[config.mk]
export PLATFORM = sky130hd
export DESIGN_NAME = add_arbiter
export DESIGN_NICKNAME = d
export VERILOG_FILES = /design/src/rtl/add_arb_pkg.sv /design/src/rtl/add_core.sv /design/src/rtl/add_arbiter.sv
export SDC_FILE = /design/constraint.sdc
export NUM_CORES = 1
export LEC_CHECK = 0
export BUFFER_PORTS_ARGS = -buffer_cell sky130_fd_sc_hd__buf_2
export CAP_MARGIN = 20
export CORE_MARGIN = 5
export CORE_UTILIZATION = 40
export DETAILED_ROUTE_END_ITERATION = 7
export GPL_TIMING_DRIVEN = 0
export SYNTH_ARGS = -nofsm -noshare
export SYNTH_HDL_FRONTEND = slang
export SYNTH_HIERARCHICAL = 1
export SYNTH_SLANG_ARGS = --single-unit
[constraint.sdc]
create_clock -name clk -period 5.57 [get_ports clk]
set_clock_uncertainty 0.1 [all_clocks]
set_input_delay 0.2785 -clock clk [delete_from_list [all_inputs] [get_ports clk]]
set_output_delay 0.2785 -clock clk [all_outputs]
set_load 0.01 [all_outputs]
[src/rtl/add_arb_pkg.sv]
// Shared types and defaults for the two-requester adder arbiter.
package add_arb_pkg;

    localparam int DW_DEFAULT = 16;

    typedef enum logic [1:0] {
        IDLE = 2'd0,
        EXEC = 2'd1,
        RESP = 2'd2
    } state_t;

endpackage

[src/rtl/add_core.sv]
// Combinational DW-bit adder with the carry-out as bit DW of the result.
// Zero latency; no flow control of its own.
module add_core #(
    parameter int DW = 16
) (
    input  logic [DW-1:0] i_a,
    input  logic [DW-1:0] i_b,
    output logic [DW:0]   o_sum
);

    assign o_sum = {1'b0, i_a} + {1'b0, i_b};

endmodule

[src/rtl/add_arbiter.sv]
// Shares one adder between two requesters: grant -> EXEC -> RESP, rsp_valid two cycles after the grant.
// The response is held until rsp_ready; req_ready stays low while busy. ADD_ARB_SAT_EN saturates on carry.
module add_arbiter
    import add_arb_pkg::*;
#(
    parameter int DW = DW_DEFAULT
) (
    input  logic          clk,
    input  logic          rst_n,
    input  logic [1:0]    req_valid,
    output logic [1:0]    req_ready,
    input  logic [DW-1:0] a0,
    input  logic [DW-1:0] b0,
    input  logic [DW-1:0] a1,
    input  logic [DW-1:0] b1,
    output logic          rsp_valid,
    input  logic          rsp_ready,
    output logic          rsp_id,
    output logic [DW-1:0] rsp_data,
    output logic          rsp_carry,
    output logic          busy
);

    state_t        r_state;
    state_t        w_next_state;
    logic          r_last_grant;
    logic [DW-1:0] r_op_a;
    logic [DW-1:0] r_op_b;
    logic          r_op_id;
    logic [DW-1:0] r_rsp_data;
    logic          r_rsp_carry;
    logic          r_rsp_id;

    logic          w_any;
    logic          w_grant;
    logic          w_accept;
    logic [DW:0]   w_sum;
    logic [DW-1:0] w_result;

    assign w_any    = |req_valid;
    assign w_accept = (r_state == IDLE) && w_any;

    // On a tie the requester that did not win last time is served.
    always_comb begin
        w_grant = 1'b0;
        case (req_valid)
            2'b10:   w_grant = 1'b1;
            2'b11:   w_grant = ~r_last_grant;
            default: w_grant = 1'b0;
        endcase
    end

    add_core #(.DW(DW)) u_add_core (
        .i_a   (r_op_a),
        .i_b   (r_op_b),
        .o_sum (w_sum)
    );

`ifdef ADD_ARB_SAT_EN
    assign w_result = w_sum[DW] ? {DW{1'b1}} : w_sum[DW-1:0];
`else
    assign w_result = w_sum[DW-1:0];
`endif

    always_ff @(posedge clk or negedge rst_n) begin
        if (!rst_n) begin
            r_state <= IDLE;
        end else begin
            r_state <= w_next_state;
        end
    end

    always_comb begin
        w_next_state = r_state;
        case (r_state)
            IDLE:    if (w_any) w_next_state = EXEC;
            EXEC:    w_next_state = RESP;
            RESP:    if (rsp_ready) w_next_state = IDLE;
            default: w_next_state = IDLE;
        endcase
    end

    // req_ready is gated by rst_n so held requests see no grant while reset is asserted.
    always_comb begin
        req_ready = 2'b00;
        rsp_valid = (r_state == RESP);
        busy      = (r_state != IDLE);
        if ((r_state == IDLE) && w_any && rst_n) begin
            req_ready = w_grant ? 2'b10 : 2'b01;
        end
    end

    always_ff @(posedge clk or negedge rst_n) begin
        if (!rst_n) begin
            r_last_grant <= 1'b1;
            r_op_a       <= '0;
            r_op_b       <= '0;
            r_op_id      <= 1'b0;
            r_rsp_data   <= '0;
            r_rsp_carry  <= 1'b0;
            r_rsp_id     <= 1'b0;
        end else begin
            if (w_accept) begin
                r_op_a       <= w_grant ? a1 : a0;
                r_op_b       <= w_grant ? b1 : b0;
                r_op_id      <= w_grant;
                r_last_grant <= w_grant;
            end
            if (r_state == EXEC) begin
                r_rsp_data  <= w_result;
                r_rsp_carry <= w_sum[DW];
                r_rsp_id    <= r_op_id;
            end
        end
    end

    assign rsp_data  = r_rsp_data;
    assign rsp_carry = r_rsp_carry;
    assign rsp_id    = r_rsp_id;

endmodule

# Yosys cells after proc, flatten, opt, wreduce, memory -nomap -nowiden
# Index checks and enable logic that the tools add are counted.
[totals]
word_cells = 30
output_inout_bits = 22
reg_bits = 54
[classes]
n_mux = 8
reduce_logical = 6
n_bitwise = 1
n_eq_ne = 6
n_addsub = 1
[op_table]
columns = ["op", "count"]
rows = [
  ["two-way mux 16 bit", 2],
  ["adder 16 x 16 -> 17 bit", 1],
  ["two-way mux 2 bit", 4],
  ["equality test 2 bit, second input constant", 3],
  ["one-hot mux 2 bit (3 select lines)", 1],
  ["equality test 2 x 1 -> 1 bit, second input constant", 1],
  ["logical AND 1 bit", 2],
  ["logical NOT 2 bit", 1],
  ["inequality test 2 x 1 -> 1 bit, second input constant", 1],
  ["inequality test 2 bit, second input constant", 1],
  ["one-hot mux 1 bit (2 select lines)", 1],
  ["AND reduction 2 bit", 1],
  ["nonzero test 2 bit", 1],
  ["OR reduction 2 bit", 1],
  ["inverter 1 bit", 1],
]

# Longest topological paths before layout
# Gate-level depths: netlist of the first run.
[depth]
word_depth = 4
ltp_mapped = 8

# Hierarchy
# Netlist of the first run, hierarchy kept.
[by_module_without_submodules]
columns = ["module", "n_inst", "seq_area_each_um2", "cells_each", "area_each_um2"]
rows = [
  ["add_arbiter", 1, 1352.5, 161, 2661.3],
  ["add_core", 1, 0.0, 110, 855.8],
]

# Worst setup path before layout of the first run
# OpenSTA, ideal clock, no wires.
[synth_path]
path_kind = "register to register"
from = "register r_op_a[0]"
to = "register r_rsp_carry (netlist: rsp_carry)"
arrival_ns = 2.160
path_buffers = 0
stages_incl_launch_ff = 9
path_slack_ns = 3.186
t_required_ns = 5.345
period_less_slack_ns = 2.384
setup_ns = 0.125
cell_sequence = "dfrtp_1 > ha_1 > fa_1 > a21o_1 > a221oi_2 > o21ai_2 > a21oi_2 > o21ai_0 > mux2_2"
[synth_between]
elab_chain_cells = 1
[synth_lines]
columns = ["item", "line", "text"]
rows = [
  ["start, declared", "add_arbiter.sv:27", "logic [DW-1:0] r_op_a;"],
  ["start signal, assigned", "add_arbiter.sv:104", "r_op_a <= w_grant ? a1 : a0;"],
  ["adder 16 x 16 -> 17 bit", "add_core.sv:11", "assign o_sum = {1'b0, i_a} + {1'b0, i_b};"],
  ["named net w_sum[16]", "add_arbiter.sv:37", "logic [DW:0] w_sum;"],
  ["end signal, assigned", "add_arbiter.sv:111", "r_rsp_carry <= w_sum[DW];"],
  ["end, declared", "add_arbiter.sv:31", "logic r_rsp_carry;"],
]
# The timed path passes the listed nets, and every way through them passes these cells.
# A chain may end at the register's enable or synchronous reset.

# Worst setup path after layout of the first run
# Same ends and word-level chain as after synthesis.

==> results by group, run 1 <==
Setup path
  – Crit path launch type: flip-flop
  – Crit-path slowest cell: a221oi_2
  – Critical Path Fanout Max: 3
  – Reg2Reg Setup Slack: around 2.9 ns
  – CP Cell Sequence: ha_1, fa_1, a21o_1, a221oi_2, o21ai_2, a21oi_2, o21ai_0, mux2_2
  – Arrival @ worst endpoint: ~2.8 ns
  – Setup crit end: rsp_carry
  – Worst reg2reg path depth: 8
  – Crit Path Class: flip-flop to flip-flop
  – Crit. Startpoint: r_op_a[0]
  – Worst setup EP type: flip-flop
  – Required time worst endpoint: around 5.7 ns
  – Crit-path max cell delay: about 0.44 ns
  – RR Endpoint: rsp_carry
  – FF-to-FF Start: r_op_a[0]

Power and ir drop
  – Switching pwr: 0.00113 W
  – LEAKAGE: around 2.2 nW
  – Seq pwr share: 0.259
  – Power, Total: 0.00281 W
  – Power Internal: 0.00169 W
  – Clock Power Share: 0.094
  – Sw Ratio: 0.400
  – Logic pwr share: 0.646
  – VDD IR-drop max: 0.000212 V
  – Pwr dens: about 660 nW/um^2

GRT
  – Antenna violations before repair: 0
  – First-pass GRT wire length: 11900 um
  – Largest net degree at the start of global routing: 30
  – Gr ovfl total: 0
  – Number of global-route vias before repair: ~2500
  – Global-route usage over all layers: 0.132

Clocking
  – H-tree levels: 2
  – Reg clk slew, reported paths: 0.10 ns
  – Clk_lat worst skew: just over 0.3 ns
  – Clock buffer depth: 2
  – Resize count post-CTS: 0
  – CTS root buffer: clkbuf_8
  – CTS tree: done
  – Cts hold-fix bufs: 1
  – Post-CTS Setup Bufs: 0
  – Clock Sinks: between 50 and 60
  – Num CTS Buffers: 5

Cells and area
  – Area grow syn2layout: 20.7%
  – Ratio of cells with drive above 1 in the final layout: 0.553
  – Fillcell total: 786
  – Final net count: roughly 460
  – FF/Latch Area: 1350 sq um
  – Ant. Diodes: 0
  – Area of the multi-input gates: around 2000 sq um
  – Final Non-Filler Cells: 479

STA
  – Fmax: between 300 and 400 MHz
  – Final setup fails: 0
  – Final min period: between 2 and 3 ns
  – Max-slew violations: 0
  – Setup TNS: 0 ns
  – Rel. slew slack: 0.573
  – Fin. Hold Viols: 0
  – Slew at the pin closest to its max-slew limit: ~0.64 ns
  – Tcrit/Tclk final: 0.483
  – RSZ-0062 raised after global routing: no

Yosys
  – Ys async rst share: 1.00
  – Synth Net Count: about 360
  – Mapped Area: ~3500 sq um
  – Post-Synth Simple-Gate Area: 0.0494
  – Post-synth EDFFs: 0
  – Mapped Avg Cell Area: between 10 and 15 sq um
  – XOR/XNOR share of the synthesized area: 0.0249
  – Largest family of logic cells by synthesized area: multiplexers
  – Unique masters post-synth: 48
  – FF+latch count, synth: 54
  – Ys flop type: dfrtp_1
  – Seq/Total Area, Yosys: 0.385
  – Adder-cell area share of the yosys netlist: 0.0626
  – Compound-Gate Fraction of Synth Area: 0.109
  – Ys Warns: 6
  – Post-synthesis mux area share: 0.320
  – Post-Syn Instances: 271

Drt
  – Vias: between 2000 and 2500
  – Routed WL per cell: around 15 um
  – Drt drc: 0
  – Vias per Instance: ~5
  – TritonRoute pass-1 iters: 4
  – WL final: just over 7000 um
  – Starting DRT DRC Count: 39
  – Post-route ant nets: 0

Job
  – Max-Cap Viols: 0

Floorplanning
  – IO Pins: between 90 and 100
  – Initial core utilization: 0.407
  – Die ar.: 10800 sq um
  – Die height: 104 um
  – DIE WIDTH: about 100 um
  – Rows: 34
  – Core area: about 8600 sq um

Placement
  – PortBufs: 90
  – Placer Congestion: 0.830
  – DP HPWL: 5910 um
  – Inst Count DP: between 400 and 500

Status
  – Status: complete, no violations

Worst hold path
  – Worst Hold Class: primary input to flip-flop
==> per-layer routing <==
layer	share of wire	wire, um	global-route usage
met2	0.46	3310	0.214
met3	0.042	301	0.0211
met1	0.49	3500	0.185
met4	0.0088	63	0.0333
met5	0	0	0
==> Yosys cell counts, drive strengths merged, types with 2 or more instances <==
library cell  number  share of area
mux2              82           0.32
a21o               9          0.019
o21ai              6         0.0096
a41oi              2         0.0050
xnor2              6          0.015
a211oi             4         0.0085
nor3               4         0.0057
nand2              4         0.0043
o211ai             3         0.0064
and3               5         0.0089
ha                16          0.057
o311ai             2         0.0050
a21oi              9          0.015
nor4               3         0.0053
nand2b             3         0.0053
a31oi              2         0.0036
nand4              2         0.0036
o21bai             2         0.0053
inv                8         0.0085
nor2               4         0.0043
a221oi             2         0.0085
buf               17          0.040
dfrtp             53           0.38
nor2b              2         0.0036
xor2               4          0.010
nand3              3         0.0043
==> critical path, delay by kind of cell (launching register included) <==
kind / cells / cell delay (ns)
AOI/OAI and AO/OA: 5 / 1.13
DFF: 1 / 0.39
muxes: 1 / 0.26
adders and majority gates: 2 / 0.69
==> cell type report <==
class	instances	share of cell area
clock buffer	5	0.0162
inverter	8	0.00707
buffer	18	0.0342
sequential	54	0.319
multi-input combinational	191	0.469
tap	108	0.0318
timing repair buffer	92	0.113
clock inverter	3	0.0103
==> state kept, by name, indices dropped and copies added, names as in the netlist <==
register / flops
r_op_a: 16
r_op_id: 1
rsp_carry: 1
r_last_grant: 1
rsp_id: 1
r_op_b: 16
r_state: 2
rsp_data: 16
==> worst min-delay path by stage <==
stage                      start            to  slack (ns)  depth (start not counted)
floorplan                  rst_n     r_op_a[0]       -0.12                          0
global placement    req_valid[0]  r_last_grant        0.36                          2
detailed placement         rst_n   rsp_data[0]        0.25                          1
CTS                 req_valid[0]  r_last_grant        0.03                          2
global route           rsp_ready    r_state[1]        0.04                          2
finish              req_valid[0]  r_last_grant        0.04                          2
==> power by group through the flow <==
stage                     clock network [W]  logic [W]  registers (W)
after floorplan                           0    0.00142       0.000736
after global placement                    0    0.00179       0.000735
after detailed placement                  0    0.00183       0.000741
after CTS                          0.000278    0.00183       0.000732
after global routing               0.000292    0.00202       0.000756
final                              0.000265    0.00182       0.000730
==> cell families (layout without fill, tap and decap cells) <==
kind of cell / count (synthesis) / count (layout)
xor gates and xnor gates: 10 / 10
muxes: 82 / 82
AOI/OAI and AO/OA: 50 / 50
DFF: 54 / 54
buffers and inverters: 26 / 126
adders and majority gates: 17 / 17
and+or+nand+nor: 32 / 32
==> layout by cell type (no fill, tap or decap), types with 2 or more instances in the layout <==
cell | Yosys | final
o211ai_1 | 3 | 3
nand4_1 | 2 | 2
nor4_1 | 3 | 3
ha_1 | 16 | 16
xnor2_1 | 6 | 6
nor2_1 | 4 | 4
clkbuf_8 | 0 | 5
buf_6 | 3 | 3
a221oi_2 | 2 | 2
a21oi_2 | 2 | 2
o21ai_0 | 5 | 5
mux2_4 | 54 | 54
a211oi_1 | 4 | 4
buf_4 | 3 | 3
inv_1 | 8 | 8
a41oi_1 | 2 | 2
a31oi_1 | 2 | 2
buf_12 | 2 | 3
nand3_1 | 3 | 3
dfrtp_1 | 53 | 53
mux2_2 | 28 | 28
nand2b_1 | 3 | 3
a21o_1 | 9 | 9
buf_2 | 9 | 99
a21oi_1 | 7 | 7
and3_1 | 5 | 5
nor3_1 | 4 | 4
xor2_1 | 4 | 4
nor2b_1 | 2 | 2
nand2_1 | 4 | 4
==> per-stage QoR <==
step           setup slack [ns]  instance area, sq um  utilization  hold slack, ns
3_5_place_dp               2.90                  4120        0.477           0.245
4_1_cts                    2.88                  4250        0.492          0.0319
3_3_place_gp               2.92                  4100        0.475           0.358
5_1_grt                    2.72                  4250        0.492          0.0402
2_1_floorplan              3.19                  3520            -          -0.117
6_report                   2.88                  4250        0.492          0.0432
Note: power is estimated with default switching activity, not from simulation.
==> run 2: changes to the inputs <==
clock period = 2.5 ns   (was 5.57 ns; I/O delays follow)
==> run 2 against run 1 <==
Against the previous run:
- clock power grew 120%
- final cell count grew 0.84%
- routed wire length grew 1.5%
- highest routed layer unchanged
==> results by group, run 2 (same netlist as run 1, synthesis figures left out) <==
Status
  – Status: complete, no violations

Clocking
  – CTS root buffer: clkbuf_8
  – Clock Sinks: between 50 and 60
  – Reg clk slew, reported paths: 0.10 ns
  – H-tree levels: 2
  – Clock buffer depth: 2
  – Clk_lat worst skew: roughly 0.31 ns
  – CTS tree: done
  – Num CTS Buffers: 5

GRT
  – Gr ovfl total: 0
  – Largest net degree at the start of global routing: 30
  – Number of global-route vias before repair: 2484
  – Antenna violations before repair: 0
  – Global-route usage over all layers: 0.133
  – First-pass GRT wire length: around 12000 um

Cells and area
  – Ant. Diodes: 0
  – Commonest cells after routing, fill and taps aside: buf_2, mux2_4, dfrtp_1
  – Final Non-Filler Cells: between 400 and 500
  – Most common cell after layout, fill and taps aside: buf_2
  – Area grow syn2layout: 23.0%
  – Final net count: 460
  – Ratio of cells with drive above 1 in the final layout: 0.560
  – Final cell area excluding filler cells: approximately 4300 sq um

STA
  – Rel. slew slack: 0.572
  – Fmax: ~410 MHz
  – Final min period: between 2 and 2.5 ns
  – Tcrit/Tclk final: 0.969
  – Final setup slack of the worst path: around 0.078 ns
  – WHS: around 0.062 ns
  – Final setup fails: 0
  – Slew at the pin closest to its max-slew limit: about 0.64 ns
  – Fin. Hold Viols: 0
  – Max-slew violations: 0
  – RSZ-0062 raised after global routing: yes

Floorplanning
  – Die ar.: between 10000 and 15000 sq um
  – Rows: 34
  – DIE WIDTH: 104 um
  – Initial core utilization: 0.407
  – Core area: between 8000 and 9000 sq um
  – Die height: roughly 100 um
  – IO Pins: 91

Placement
  – DP HPWL: between 5000 and 6000 um
  – Inst Count DP: between 400 and 500
  – Dpl cell area: slightly above 4000 sq um
  – PortBufs: 90
  – Dpl ws: -0.174 ns
  – Placer Congestion: a little over 0.8

Worst hold path
  – Worst Hold Class: primary input to flip-flop

Drt
  – Vias per Instance: 5.00
  – TritonRoute pass-1 iters: 4
  – Starting DRT DRC Count: 36
  – Post-route ant nets: 0
  – Drt drc: 0
  – Vias: ~2400
  – WL final: about 7300 um
  – Routed WL per cell: ~15 um

Setup path
  – Crit-path max cell delay: approximately 0.42 ns
  – Worst setup EP type: flip-flop
  – Required time worst endpoint: between 2 and 3 ns
  – Crit Path Class: flip-flop to flip-flop
  – Crit path launch type: flip-flop
  – Crit-path slowest cell: dfrtp_1
  – Arrival @ worst endpoint: 2.52 ns
  – Critical Path Fanout Max: 3
  – CP Cell Sequence: ha_4, fa_2, a21o_1, a221oi_4, o21ai_2, a21oi_2, o21ai_1, mux2_4

Power and ir drop
  – Pwr dens: between 1000 and 1500 nW/um^2
  – VDD IR-drop max: approximately 0.00048 V
  – LEAKAGE: 2.18 nW

Job
  – Max-Cap Viols: 0
[run 2: worst max-delay path: cells and delay by family (launching register included)]
| kind | cells | cell delay (ns) |
|---|---|---|
| compound gates | 5 | 0.98 |
| fa+ha+maj | 2 | 0.54 |
| flops | 1 | 0.42 |
| mux | 1 | 0.26 |
[run 2: cell type report]
type	instances	area [sq um]
inverters	8	30.0
well taps	108	135
plain buffers	18	145
multi-input cells	191	2030
clock inverters	3	43.8
fillers	782	4310
flip-flops and latches	54	1350
repair buffers	96	518
clock buffers	5	68.8
[run 2: final timing paths]
path,cells after the start,to,from,slack (ns)
max,8,rsp_carry,r_op_b[0],0.08
min reg2reg,1,rsp_data[11],rsp_data[11],0.41
min in group asynchronous,2,rsp_data[0],rst_n,0.26
max in group asynchronous,3,r_last_grant,rst_n,1.40
max reg2reg,8,rsp_carry,r_op_b[0],0.08
min,3,r_op_b[5],b0[5],0.06
[run 2: metal layers]
layer	track usage	share of wire	routed length, um
met5	0	0	0
met4	0.0333	0.0087	63
met3	0.0211	0.042	304
met2	0.218	0.47	3410
met1	0.183	0.48	3510
[run 2: repair_timing]
item                                    4_1_cts  5_1_grt
resized for setup                             2        6
hold buffers                                  4        0
buffers inserted                              1        0
hold endpoints to repair                     29        0
pin swaps                                     4        6
endpoints found under the setup margin        5        7
[run 2: where the power goes]
group / total, W / internal (W) / switching, W / leakage (nW)
sequential: 0.00164 / 0.00135 / 0.000291 / 0.634
combinational: 0.00421 / 0.00221 / 0.00200 / 1.49
clock: 0.000590 / 0.000301 / 0.000290 / 0.0585
total: 0.00644 / 0.00386 / 0.00258 / 2.18
[run 2: through the flow]
stage                     utilization  TNS, ns  total power, W
after floorplan                     -        0         0.00481
after global placement          0.475   -0.472         0.00564
after detailed placement        0.477   -0.579         0.00572
after CTS                       0.498        0         0.00643
after global routing            0.501  -0.0933         0.00702
final                           0.501        0         0.00644
==> run 3: changes to the inputs <==
PLACE_DENSITY = 0.66   (was default)
clock period = 2.1 ns   (was 2.5 ns; I/O delays follow)
==> run 3 against run 2 <==
Against the previous run:
- flip-flop and latch count unchanged
- combinational power up 40%
- critical endpoint unchanged
- non-clock buffer count up 16
- sequential share of layout area shrank 1.6 points
- global-route usage rose by 0.75 points
- via count increased by 5.4%
- hold slack worse by 0.012 ns
- setup slack worse by 0.38 ns
- register-to-register slack got worse by 0.38 ns
- the run now ends with setup timing left
==> results by group, run 3 (same netlist as run 1, synthesis figures left out) <==
GRT
  – First-pass GRT wire length: 12600 um
  – Number of global-route vias before repair: 2646
  – Largest net degree at the start of global routing: 31
  – Gr ovfl total: 0
  – Global-route usage over all layers: 0.140
  – Antenna violations before repair: 0

STA
  – Final min period: 2.41 ns
  – Final setup slack of the worst path: -0.306 ns
  – Max-slew violations: 0
  – Setup TNS: -1.71 ns
  – Fin. Hold Viols: 0
  – Tcrit/Tclk final: 1.15
  – Rel. slew slack: 0.715
  – Slew at the pin closest to its max-slew limit: between 0.4 and 0.5 ns
  – RSZ-0062 raised after global routing: yes
  – Final setup fails: 9
  – Fmax: about 420 MHz

Clocking
  – CTS root buffer: clkbuf_8
  – CTS tree: done
  – H-tree levels: 2
  – Clock buffer depth: 2
  – Clock Sinks: 54
  – Num CTS Buffers: 5
  – Clk_lat worst skew: slightly above 0.3 ns
  – Reg clk slew, reported paths: roughly 0.090 ns

Setup path
  – RR Endpoint: rsp_carry
  – Worst reg2reg path depth: 8
  – Delay-heaviest family, CP: compound AO/OA/AOI/OAI gates
  – Crit-path slowest cell: dfrtp_1
  – Critical Path Fanout Max: 3
  – CP bufs+invs: 0
  – Required time worst endpoint: 2.20 ns
  – Crit path launch type: flip-flop
  – FF-to-FF Start: r_op_b[0]
  – Reg2Reg Setup Slack: -0.31 ns
  – Crit Path Class: flip-flop to flip-flop
  – WP depth: 8
  – CP Cell Sequence: ha_4, fa_2, a21o_1, a221oi_4, o21ai_2, a21oi_2, o21ai_1, mux2_2
  – Crit-path max cell delay: roughly 0.42 ns
  – Worst setup EP type: flip-flop
  – Arrival @ worst endpoint: approximately 2.5 ns

Cells and area
  – Area of the multi-input gates: approximately 2200 sq um
  – Ratio of cells with drive above 1 in the final layout: 0.616
  – Area grow syn2layout: 29.8%
  – Ant. Diodes: 0
  – Final net count: 476
  – Final Non-Filler Cells: approximately 500
  – FF/Latch Area: 1350 sq um
  – Commonest cells after routing, fill and taps aside: buf_2, mux2_4, dfrtp_1
  – Most common cell after layout, fill and taps aside: buf_2
  – Fillcell total: 736

Worst hold path
  – Hold path endpoint: r_op_a[6]
  – Min-delay src: a1[6]
  – Worst Hold Class: primary input to flip-flop
  – Hold depth: 3

Drt
  – Starting DRT DRC Count: between 60 and 70
  – TritonRoute pass-1 iters: 4
  – Vias: roughly 2500
  – WL final: a little under 8000 um
  – Vias per Instance: roughly 5.1
  – Drt drc: 0
  – Routed WL per cell: ~16 um
  – Post-route ant nets: 0

Placement
  – PortBufs: 90
  – Dpl ws: -0.328 ns
  – Placer Congestion: between 0.8 and 0.9
  – Inst Count DP: 470
  – DP HPWL: 6000 um

Job
  – Max-Cap Viols: 0

Floorplanning
  – Die height: 104 um
  – Rows: 34
  – Core area: about 8600 sq um
  – IO Pins: about 90
  – Die ar.: between 10000 and 15000 sq um
  – Initial core utilization: 0.407
  – DIE WIDTH: slightly above 100 um

Power and ir drop
  – LEAKAGE: around 2.3 nW
  – VDD IR-drop max: around 0.00065 V
  – Pwr dens: 1860 nW/um^2

Status
  – Status: complete, but fails checks
  – Failing checks: setup timing
==> run 3: area by class of cell <==
cell class,instances,share of cell area
Inverter,8,0.00658
Clock buffer,8,0.0197
Multi-Input combinational cell,191,0.472
Timing Repair Buffer,113,0.144
Sequential cell,54,0.296
Tap cell,108,0.0296
Buffer,17,0.0318
==> run 3: worst max-delay path by stage <==
stage	from	to
4_1_cts	r_op_b[0]	rsp_carry
3_5_place_dp	r_op_a[0]	rsp_carry
5_1_grt	r_op_a[0]	rsp_data[12]
3_3_place_gp	r_op_a[0]	rsp_carry
2_1_floorplan	r_op_a[0]	rsp_data[10]
6_report	r_op_b[0]	rsp_carry
==> run 3: tightest hold or removal path: cells and delay by family <==
kind                   cells  cell delay [ns]
multiplexers               2             0.24
buffers and inverters      1             0.07
==> run 3: metal layers <==
metal | wire (um) | global-route usage
met1 | 3510 | 0.184
met2 | 3970 | 0.240
met3 | 303 | 0.0236
met4 | 78 | 0.0361
met5 | 0 | 0
==> run 3: per-stage QoR <==
step / total power (W) / hold WS (ns) / cell area [sq um] / utilization
floorplan: 0.00581 / -0.291 / 3540 / -
global placement: 0.00676 / 0.179 / 4130 / 0.478
detailed placement: 0.00691 / 0.0667 / 4150 / 0.480
CTS: 0.00827 / 0.0399 / 4500 / 0.521
global route: 0.00917 / 0.0476 / 4570 / 0.529
finish: 0.00851 / 0.0500 / 4570 / 0.529
==> run 3: power breakdown <==
part	internal, W	switching, W	total, W
clock	0.000270	0.000324	0.000594
combinational	0.00325	0.00266	0.00591
sequential	0.00161	0.000396	0.00200
==> run 3: timing repair <==
item | in CTS | in global routing
setup buffers | 14 | 4
hold endpoints to repair | 28 | 0
endpoints found under the setup margin | 11 | 13
hold buffers | 4 | 0
pin swaps | 20 | 9
resized for setup | 21 | 13
